File: config.mk
export PLATFORM = sky130hd
export DESIGN_NAME = mem_bus_arbiter
export DESIGN_NICKNAME = d
export VERILOG_FILES = /design/src/rtl/mem_bus_arbiter.sv
export SDC_FILE = /design/constraint.sdc
export NUM_CORES = 1
export LEC_CHECK = 0
export ABC_AREA = 1
export ABC_CLOCK_PERIOD_IN_PS = 4950
export CAP_MARGIN = 40
export CELL_PAD_IN_SITES_DETAIL_PLACEMENT = 0
export CELL_PAD_IN_SITES_GLOBAL_PLACEMENT = 1
export CORE_MARGIN = 5
export CORE_UTILIZATION = 33
export CTS_CLUSTER_DIAMETER = 150
export DETAILED_ROUTE_END_ITERATION = 10
export GPL_TIMING_DRIVEN = 0
export PLACE_DENSITY = 0.93
export REMOVE_ABC_BUFFERS = 1
export SYNTH_ARGS = -nofsm -noshare
export SYNTH_HDL_FRONTEND = slang
export SYNTH_SLANG_ARGS = --single-unit
export TNS_END_PERCENT = 30
File: constraint.sdc
create_clock -name clk -period 4.95 [get_ports clk]
set_clock_uncertainty 0.1 [all_clocks]
set_input_delay 0.99 -clock clk [delete_from_list [all_inputs] [get_ports clk]]
set_output_delay 0.99 -clock clk [all_outputs]
set_load 0.02 [all_outputs]
File: src/rtl/mem_bus_arbiter.sv
// mem_bus_arbiter
//   Shares the external memory bus between the CPU path and a secondary
//   DMA/debug requester. Each bus cycle runs IDLE -> ACCESS -> DONE:
//   grant and latch the request in IDLE, drive strobes in ACCESS while
//   programmable wait states elapse and MEM_READY (or a timeout) ends the
//   access, then pulse the owner's ACK in DONE.
//
// Parameters
//   WAIT_STATES  ACCESS cycles during which mem_ready is ignored (0..15)
//   TIMEOUT      ACCESS cycles after the wait states without mem_ready
//                before the cycle is aborted with bus_err (1..255)
//
// Ports
//   clk, reset                  clock, asynchronous active-high reset
//   cpu_req/cpu_wr/cpu_addr/cpu_dout   CPU request, write flag, addr, data
//   cpu_ack, cpu_din, cpu_stall        CPU completion pulse, read data, stall
//   dma_req/dma_wr/dma_addr/dma_dout   DMA request, write flag, addr, data
//   dma_ack, dma_din, dma_gnt          DMA completion pulse, read data, owner
//   bus_err                     pulses with ACK when the access timed out
//   mem_addr, mem_dout          registered address / write data
//   mem_rd, mem_wr              strobes, high only during ACCESS
//   mem_din, mem_ready          memory read data and ready
module mem_bus_arbiter #(
  parameter int unsigned WAIT_STATES = 1,
  parameter int unsigned TIMEOUT     = 63
) (
  input  logic        clk,
  input  logic        reset,
  input  logic        cpu_req,
  input  logic        cpu_wr,
  input  logic [15:0] cpu_addr,
  input  logic [15:0] cpu_dout,
  output logic        cpu_ack,
  output logic [15:0] cpu_din,
  output logic        cpu_stall,
  input  logic        dma_req,
  input  logic        dma_wr,
  input  logic [15:0] dma_addr,
  input  logic [15:0] dma_dout,
  output logic        dma_ack,
  output logic [15:0] dma_din,
  output logic        dma_gnt,
  output logic        bus_err,
  output logic [15:0] mem_addr,
  output logic [15:0] mem_dout,
  output logic        mem_rd,
  output logic        mem_wr,
  input  logic [15:0] mem_din,
  input  logic        mem_ready
);

  localparam logic [3:0] WS_INIT = WAIT_STATES[3:0];
  localparam logic [7:0] TO_INIT = TIMEOUT[7:0];

  typedef enum logic [1:0] {
    ST_IDLE,
    ST_ACCESS,
    ST_DONE
  } state_t;

  state_t      state;
  state_t      state_nxt;

  logic        owner_dma;   // 1: current/last cycle belongs to DMA
  logic        wr_q;        // write flag frozen at grant
  logic        err_q;       // current cycle timed out
  logic        last_dma;    // round-robin: DMA was served last
  logic [3:0]  wait_cnt;
  logic [7:0]  to_cnt;

  logic        req_any;
  logic        grant_dma;
  logic        wait_zero;
  logic        to_zero;

  assign req_any   = cpu_req | dma_req;
  // On a tie the port not served last wins.
  assign grant_dma = dma_req & ~(cpu_req & last_dma);
  assign wait_zero = (wait_cnt == '0);
  assign to_zero   = (to_cnt == '0);

  // State register
  always_ff @(posedge clk or posedge reset) begin
    if (reset) begin
      state <= ST_IDLE;
    end else begin
      state <= state_nxt;
    end
  end

  // Next-state and output decode. Outputs depend on state only, so an
  // asynchronous reset drops the strobes immediately.
  always_comb begin
    state_nxt = state;
    mem_rd    = 1'b0;
    mem_wr    = 1'b0;
    cpu_ack   = 1'b0;
    dma_ack   = 1'b0;
    dma_gnt   = 1'b0;
    bus_err   = 1'b0;
    unique case (state)
      ST_IDLE: begin
        if (req_any) begin
          state_nxt = ST_ACCESS;
        end
      end
      ST_ACCESS: begin
        mem_rd  = ~wr_q;
        mem_wr  = wr_q;
        dma_gnt = owner_dma;
        if (wait_zero && (mem_ready || to_zero)) begin
          state_nxt = ST_DONE;
        end
      end
      ST_DONE: begin
        cpu_ack   = ~owner_dma;
        dma_ack   = owner_dma;
        dma_gnt   = owner_dma;
        bus_err   = err_q;
        state_nxt = ST_IDLE;
      end
      default: begin
        state_nxt = ST_IDLE;
      end
    endcase
  end

  assign cpu_stall = cpu_req & ~cpu_ack;

  // Request latch, counters and read-data capture
  always_ff @(posedge clk or posedge reset) begin
    if (reset) begin
      owner_dma <= 1'b0;
      wr_q      <= 1'b0;
      err_q     <= 1'b0;
      last_dma  <= 1'b1;
      wait_cnt  <= '0;
      to_cnt    <= '0;
      mem_addr  <= '0;
      mem_dout  <= '0;
      cpu_din   <= '0;
      dma_din   <= '0;
    end else begin
      unique case (state)
        ST_IDLE: begin
          if (req_any) begin
            owner_dma <= grant_dma;
            wr_q      <= grant_dma ? dma_wr   : cpu_wr;
            mem_addr  <= grant_dma ? dma_addr : cpu_addr;
            mem_dout  <= grant_dma ? dma_dout : cpu_dout;
            wait_cnt  <= WS_INIT;
            to_cnt    <= TO_INIT;
            err_q     <= 1'b0;
          end
        end
        ST_ACCESS: begin
          if (!wait_zero) begin
            wait_cnt <= wait_cnt - 4'd1;
          end else if (mem_ready) begin
            if (!wr_q) begin
              if (owner_dma) begin
                dma_din <= mem_din;
              end else begin
                cpu_din <= mem_din;
              end
            end
          end else if (to_zero) begin
            err_q <= 1'b1;
          end else begin
            to_cnt <= to_cnt - 8'd1;
          end
        end
        ST_DONE: begin
          last_dma <= owner_dma;
        end
        default: begin
        end
      endcase
    end
  end

endmodule

==> Word level (Yosys, flattened, before mapping) <==
Cells that the tools add are included.
{ "op_classes": {"addsub": 2, "n_eq_ne": 9, "n_mux": 25, "bitwise_logic": 8, "reduce_logical": 14} }
{ "op_table": {"columns": ["cell", "n"], "rows": [
  ["16-bit two-way mux", 2],
  ["8-bit two-way mux", 4],
  ["5-bit AND reduction", 4],
  ["8-bit one-hot mux with 2 select lines", 1],
  ["2-bit != test (second input constant)", 7],
  ["1-bit two-way mux", 11],
  ["8-bit logical NOT", 1],
  ["4-bit two-way mux", 2],
  ["4-bit one-hot mux with 2 select lines", 1],
  ["8-bit by 1-bit subtractor with 8-bit output (second input constant)", 1],
  ["4-bit logical NOT", 1],
  ["2-bit two-way mux", 2],
  ["1-bit inverter", 4],
  ["2-bit one-hot mux with 2 select lines", 1],
  ["2-bit AND reduction", 2],
  ["4-bit by 1-bit subtractor with 4-bit output (second input constant)", 1],
  ["1-bit AND", 3],
  ["3-bit AND reduction", 1],
  ["2-bit by 1-bit equality test with 1-bit output (second input constant)", 1],
  ["2-bit equality test (second input constant)", 1],
  ["2-bit logical NOT", 1],
  ["1-bit one-hot mux with 2 select lines", 1],
  ["2-bit nonzero test", 1],
  ["2-bit OR reduction", 1],
  ["3 further kinds", 3]
]} }
{ "totals": {"regBits": 82, "in_bits": 87, "out_inout_bits": 71, "word_cells": 69} }

==> Depth between registers and ports, before layout <==
Gate-level depths: netlist (run 1).
{ "depth": {"ltp_word": 5, "mapped_depth": 9, "ltp_nobuf": 9} }

==> Worst setup path before layout (run 1) <==
OpenSTA, ideal clock, no wires.
{ "synth_timing": {"path_kind": "input to output", "startpoint": "input port cpu_req", "endpoint": "output port cpu_stall", "arrival_ns": 1.315, "required_ns": 3.860, "slack_ns": 2.545, "path_stages": 2, "cell_sequence": "inv_1 nor2_1"} }
{ "synth_via": {"elab_chain_len": 1} }
{ "synth_rtl": {"columns": ["element", "line_no", "rtl"], "rows": [
  ["start, declared", "29", "input logic cpu_req,"],
  ["1-bit AND", "128", "assign cpu_stall = cpu_req & ~cpu_ack;"],
  ["end, declared", "35", "output logic cpu_stall,"]
]} }
Every way passes these cells.

==> Final worst setup path (run 1) <==
Ends and elaborated chain as after synthesis.

==> run metrics, run 1 <==
outcome=complete, no violations; Fin Hold WS=approximately 0.39 ns; final WL=11,610 microns; synthesized area per cell=about 8.2 sq um; nets=729; TritonCTS clock tree=built; share of Yosys cell area claimed by the top area cell type=roughly half; DP HPWL=8475 microns; Worst Tran Pin Value=~0.79 ns; CTS Buf Count=9; fin area=between 5000 and 6000 sq um; Crit Reg-Reg Startpoint=state[1]$_DFFE_PP0P_; Hold Path Origin=mem_addr[11]$_DFFE_PP0P_; Worst EP required=3.86 ns; GPL Wtd Cong=0.8588; Netlist cell types=30; Fmax=0.2819 GHz; Tot GR Track Use=16.48%; Compound-Gate Fraction of Synth Area=about 16%; Yosys reg bits=between 80 and 90; pre-CTS WS=1.425 ns; DP Area=5665 sq um; R2R setup slack=2.78 ns; Setup crit end kind=output pin; synth-to-layout area growth=50.68%; Die Y=119.7 microns; Synth Area in Adders=2.205%; multiplexer share of the synthesized area=0%; # hold bufs at CTS=0; fin. max-slew vios=0; Worst Hold Class=flip-flop to flip-flop; leakage dissipation=2.785 nW; Diodes inserted=0; CTS H-tree depth=3; CP Launch Point=cpu_req; crit path DAT=about 2.5 ns; total gr overflow=0; Crit Path Category=primary input to output pin; Ports=158; clk_lat worst skew=between 0.3 and 0.4 ns; Cells after Synth=about 490; Synthesis Warnings=0; initial core utilization=33.35%; Die X-Extent=about 120 microns; sequential share of power=30.9%; DRT iter0 DRCs=between 150 and 200; clock buffer depth=2; drt pass-1 iters=5; core area=11,910 sq um; period utilization=71.66%; vias in the first global route=3,953; post-layout util=50.25%; share of cells above drive strength 1=5.164%; area share of xor/xnor cells in the synthesized design=less than 1%; Synth area leader=dfrtp_1; Worst Slack Setup Final=around 1.4 ns; via/cell ratio=between 4 and 5; # DRC=0; Synth Area in Simple Gates=24.06%; Net Sw Frac=around two fifths; count of final setup violators=0; row count=40; non-filler cells, final=786; clk slew on worst S/H paths=0.06 ns; P_sw=1.581 mW; Root Driver=clkbuf_16; final hold violation count=0; setup_tns=0 ns; initial antenna violation count=0; Max IR drop VDD=0.3046 mV; cell-internal power=2.268 mW; Period minus WS final=3.547 ns; pwr dens=643.0 nW/um^2; CTS resizes=0; Slew headroom=between 40% and 50%; crit start category=primary input; post-synthesis sequential area ratio=~52%; Max-cap violations=0; placed cells=771; Area contributors post-synth=dfrtp_1 51%, nand2_1 14%, o21ai_0 10%; Critical Path Fanout Max=3; Routed Antenna Nets=0; die area=14,330 sq um; FILL cells=1,148; commonest non-fill, non-tap cell in the layout=clkdlybuf4s50_1; post-synthesis cell area=3973 sq um; clock share of power=18.7%; PortBufs=approximately 160; power after layout=3.849 mW; Comb power frac=50.4%; largest family of logic cells by synthesized area=simple AND/OR/NAND/NOR gates; RSZ-0062 raised after global routing=false; WL/cell=14.77 microns; vias=~3,700; Post-CTS Setup Bufs=0; largest net degree at the start of global routing=51; TritonCTS Sinks=a little over 80; most frequent cells in the layout=157 x clkdlybuf4s50_1, 148 x nand2_1, 81 x dfrtp_1; first-pass GRT wire length=around 19,000 microns
## path summary, 6_finish.rpt
kind / cells past startpoint / endpoint
worst max-delay path: 4 / cpu_stall
worst min-delay path: 2 / mem_addr[11]$_DFFE_PP0P_
worst max register to register: 8 / dma_din[9]$_DFFE_PP0P_
worst min register to register: 2 / mem_addr[11]$_DFFE_PP0P_
max in group asynchronous: 3 / last_dma$_DFFE_PP1N_
min in group asynchronous: 2 / dma_din[10]$_DFFE_PP0P_
## power by group through the flow
stage / registers (mW) / clock network, mW / logic [mW]
CTS: 1.19 / 0.735 / 1.97
detailed placement: 1.19 / 0 / 1.96
global placement: 1.18 / 0 / 1.91
global route: 1.23 / 0.763 / 2.13
finish: 1.19 / 0.719 / 1.94
floorplan: 1.49 / 0 / 0.754
## Yosys cell counts (all sizes together)
| library cell | n |
|---|---|
| xor2 | 1 |
| dfrtp | 81 |
| o21ai | 112 |
| dfstp | 1 |
| clkbuf | 10 |
| ha | 7 |
| nor3 | 1 |
| buf | 11 |
| nand3 | 16 |
| o21bai | 1 |
| nor2 | 50 |
| or2 | 1 |
| nand2 | 151 |
| a22oi | 1 |
| a21oi | 5 |
| nand4 | 3 |
| inv | 34 |
## worst max-delay path, cell delays in order
cell             delay, ns
clkdlybuf4s50_1       0.61
inv_1                 0.12
nor2_1                0.11
clkdlybuf4s50_1       0.63
## state kept, by name, indices dropped and copies added, names as in the netlist
| signal | count |
|---|---|
| state | 2 |
| to_cnt | 8 |
| cpu_din | 16 |
| dma_din | 16 |
| mem_dout | 16 |
| err_q | 1 |
| owner_dma | 1 |
| last_dma | 1 |
| wr_q | 1 |
| mem_addr | 16 |
| wait_cnt | 4 |
## area by class of cell
| class | instances | area [sq um] | area share, % |
|---|---|---|---|
| clock buffers | 13 | 260.3 | 4.348 |
| inverters | 34 | 130.1 | 2.174 |
| well taps | 147 | 183.9 | 3.073 |
| repair buffers | 159 | 1619 | 27.05 |
| flip-flops and latches | 82 | 2053 | 34.30 |
| multi-input cells | 349 | 1679 | 28.05 |
| clock inverters | 2 | 60.06 | 1.003 |
## cell families after synthesis
kind of cell | count (synthesis)
compound gates | 119
xor+xnor | 1
fa+ha+maj | 7
buf+inv | 55
flops | 82
simple gates | 222
## per-layer routing
| layer | vias up | GRT usage, % | part of all wire [%] |
|---|---|---|---|
| met5 | - | 0 | 0 |
| met2 | 95 | 28.78 | 52 |
| li1 | 1865 | - | - |
| met4 | 0 | 5.011 | 1.3 |
| met1 | 1777 | 20.20 | 42 |
| met3 | 11 | 3.864 | 5.0 |
(Power assumes the default switching activity.)
==> run 2: changes to the inputs <==
ABC_CLOCK_PERIOD_IN_PS = 3300   (was 4950)
CORE_UTILIZATION = 31   (was 33)
PLACE_DENSITY = 0.88   (was 0.93)
clock period = 3.3 ns   (was 4.95 ns; I/O delays follow)
==> run 2 against run 1 <==
Register-to-register slack lost 1.5 ns. Sequential share of layout area shrank 0.23 points. Clock power grew 49%. Worst setup slack lost 1.1 ns. Count of clock-buffer cells in the layout shrank 2. Worst hold slack lost 0.0082 ns. Global-route usage shrank 0.52 points. Sequential power grew 50%. Sequential cell count is the same. Critical endpoint unchanged.
==> run metrics, run 2 (same netlist as run 1, synthesis figures left out) <==
outcome=complete, no violations; fin. max-slew vios=0; WL/cell=about 15 microns; initial antenna violation count=0; Worst EP required=2.54 ns; Routed Antenna Nets=0; Die Y=123.2 microns; row count=41; RSZ-0062 raised after global routing=false; die area=between 15,000 and 20,000 sq um; Fmax=0.3349 GHz; Diodes inserted=0; placed cells=796; clk slew on worst S/H paths=around 0.060 ns; # DRC=0; Tot GR Track Use=between 15 and 20%; drt pass-1 iters=4; Worst Slack Setup Final=0.3142 ns; Max IR drop VDD=between 0.3 and 0.4 mV; commonest non-fill, non-tap cell in the layout=clkdlybuf4s50_1; most frequent cells in the layout=157 x clkdlybuf4s50_1, 148 x nand2_1, 81 x dfrtp_1; Post-CTS Setup Bufs=0; via/cell ratio=about 4.7; TritonCTS Sinks=82; Max-cap violations=0; Hold Path Stages=2; nets=between 700 and 800; final WL=11,950 microns; Setup crit end kind=output pin; final hold violation count=0; synth-to-layout area growth=51.69%; period utilization=90.48%; Worst Hold Class=flip-flop to flip-flop; crit path DAT=roughly 2.2 ns; share of cells above drive strength 1=5.477%; Worst Path Buf+Inv=3; crit start category=primary input; Levels on crit path=4; FILL cells=around 1,200; pre-CTS WS=0.2770 ns; Worst path max stage delay=0.65 ns; vias in the first global route=about 3,800; setup_tns=0 ns; clock buffer depth=2; Ports=158; CP cell instances=clkdlybuf4s50_1 -> inv_1 -> nor2_1 -> clkdlybuf4s50_1; multi-input logic area=1682 sq um; clk_lat worst skew=0.33 ns; DP HPWL=8830 microns; CP top delay family=buffers and inverters; post-layout util=47.94%; GPL Wtd Cong=0.8209; total gr overflow=0; Root Driver=clkbuf_16; pwr dens=between 900 and 1000 nW/um^2; count of final setup violators=0; Slew headroom=48.85%; Critical Path Fanout Max=3; CTS H-tree depth=3; cell mode on critical path=clkdlybuf4s50_1; # hold bufs at CTS=0; largest net degree at the start of global routing=54; sequential cell area=just over 2000 sq um; vias=3,774; DRT iter0 DRCs=155; non-filler cells, final=811; first-pass GRT wire length=just under 20,000 microns; PortBufs=157; Crit Path Category=primary input to output pin; CP max-delay cell=clkdlybuf4s50_1; CTS resizes=0; CTS Buf Count=9; Worst Tran Pin Value=around 0.77 ns; Reg2Reg Depth=8; Die X-Extent=roughly 120 microns; leakage dissipation=2.783 nW; core area=12,570 sq um; initial core utilization=31.61%; TritonCTS clock tree=built; Period minus WS final=around 3 ns
-- run 2: tightest hold or removal path: cells and delay by family (launching register included) --
family           cells  cell delay (ns)
flip-flops           1             0.34
AND/OR/NAND/NOR      2             0.11
-- run 2: where the power goes --
part           internal, mW  switching (mW)  total [mW]
sequential             1.49           0.294        1.78
combinational          1.23            1.71        2.94
clock                 0.681           0.389        1.07
-- run 2: per-layer routing --
metal  part of all wire (%)  track usage (%)  vias to the layer above
met3                    5.3            3.385                       23
li1                       -                -                     1865
met4                    2.8            7.336                        0
met2                     51            27.05                      107
met1                     41            19.41                     1779
met5                      0                0                        -
-- run 2: through the flow --
step                hold slack (ns)  total power [mW]  area [sq um]
floorplan                    0.3490             3.359          3860
global placement             0.3659             4.649          5647
detailed placement           0.3719             4.763          5704
CTS                          0.3881             5.861          6023
global route                 0.4083             6.202          6026
finish                       0.3807             5.788          6026
-- run 2: layout make-up --
class	instances	share of cell area, %
Timing Repair Buffer	159	26.99
Inverter	34	2.159
Tap cell	172	3.571
Clock inverter	4	1.267
Multi-Input combinational cell	349	27.91
Clock buffer	11	4.028
Sequential cell	82	34.07
-- run 2: final timing paths --
kind                       slack, ns             startpoint                      end
min in group asynchronous       0.59                  reset  mem_addr[7]$_DFFE_PP0P_
setup / recovery                0.31                cpu_req                cpu_stall
hold reg to reg                 0.38  to_cnt[0]$_DFFE_PP0P_    to_cnt[0]$_DFFE_PP0P_
hold / removal                  0.38  to_cnt[0]$_DFFE_PP0P_    to_cnt[0]$_DFFE_PP0P_
max in group asynchronous       1.86                  reset     last_dma$_DFFE_PP1N_
setup reg to reg                1.26   state[1]$_DFFE_PP0P_   cpu_din[7]$_DFFE_PP0P_
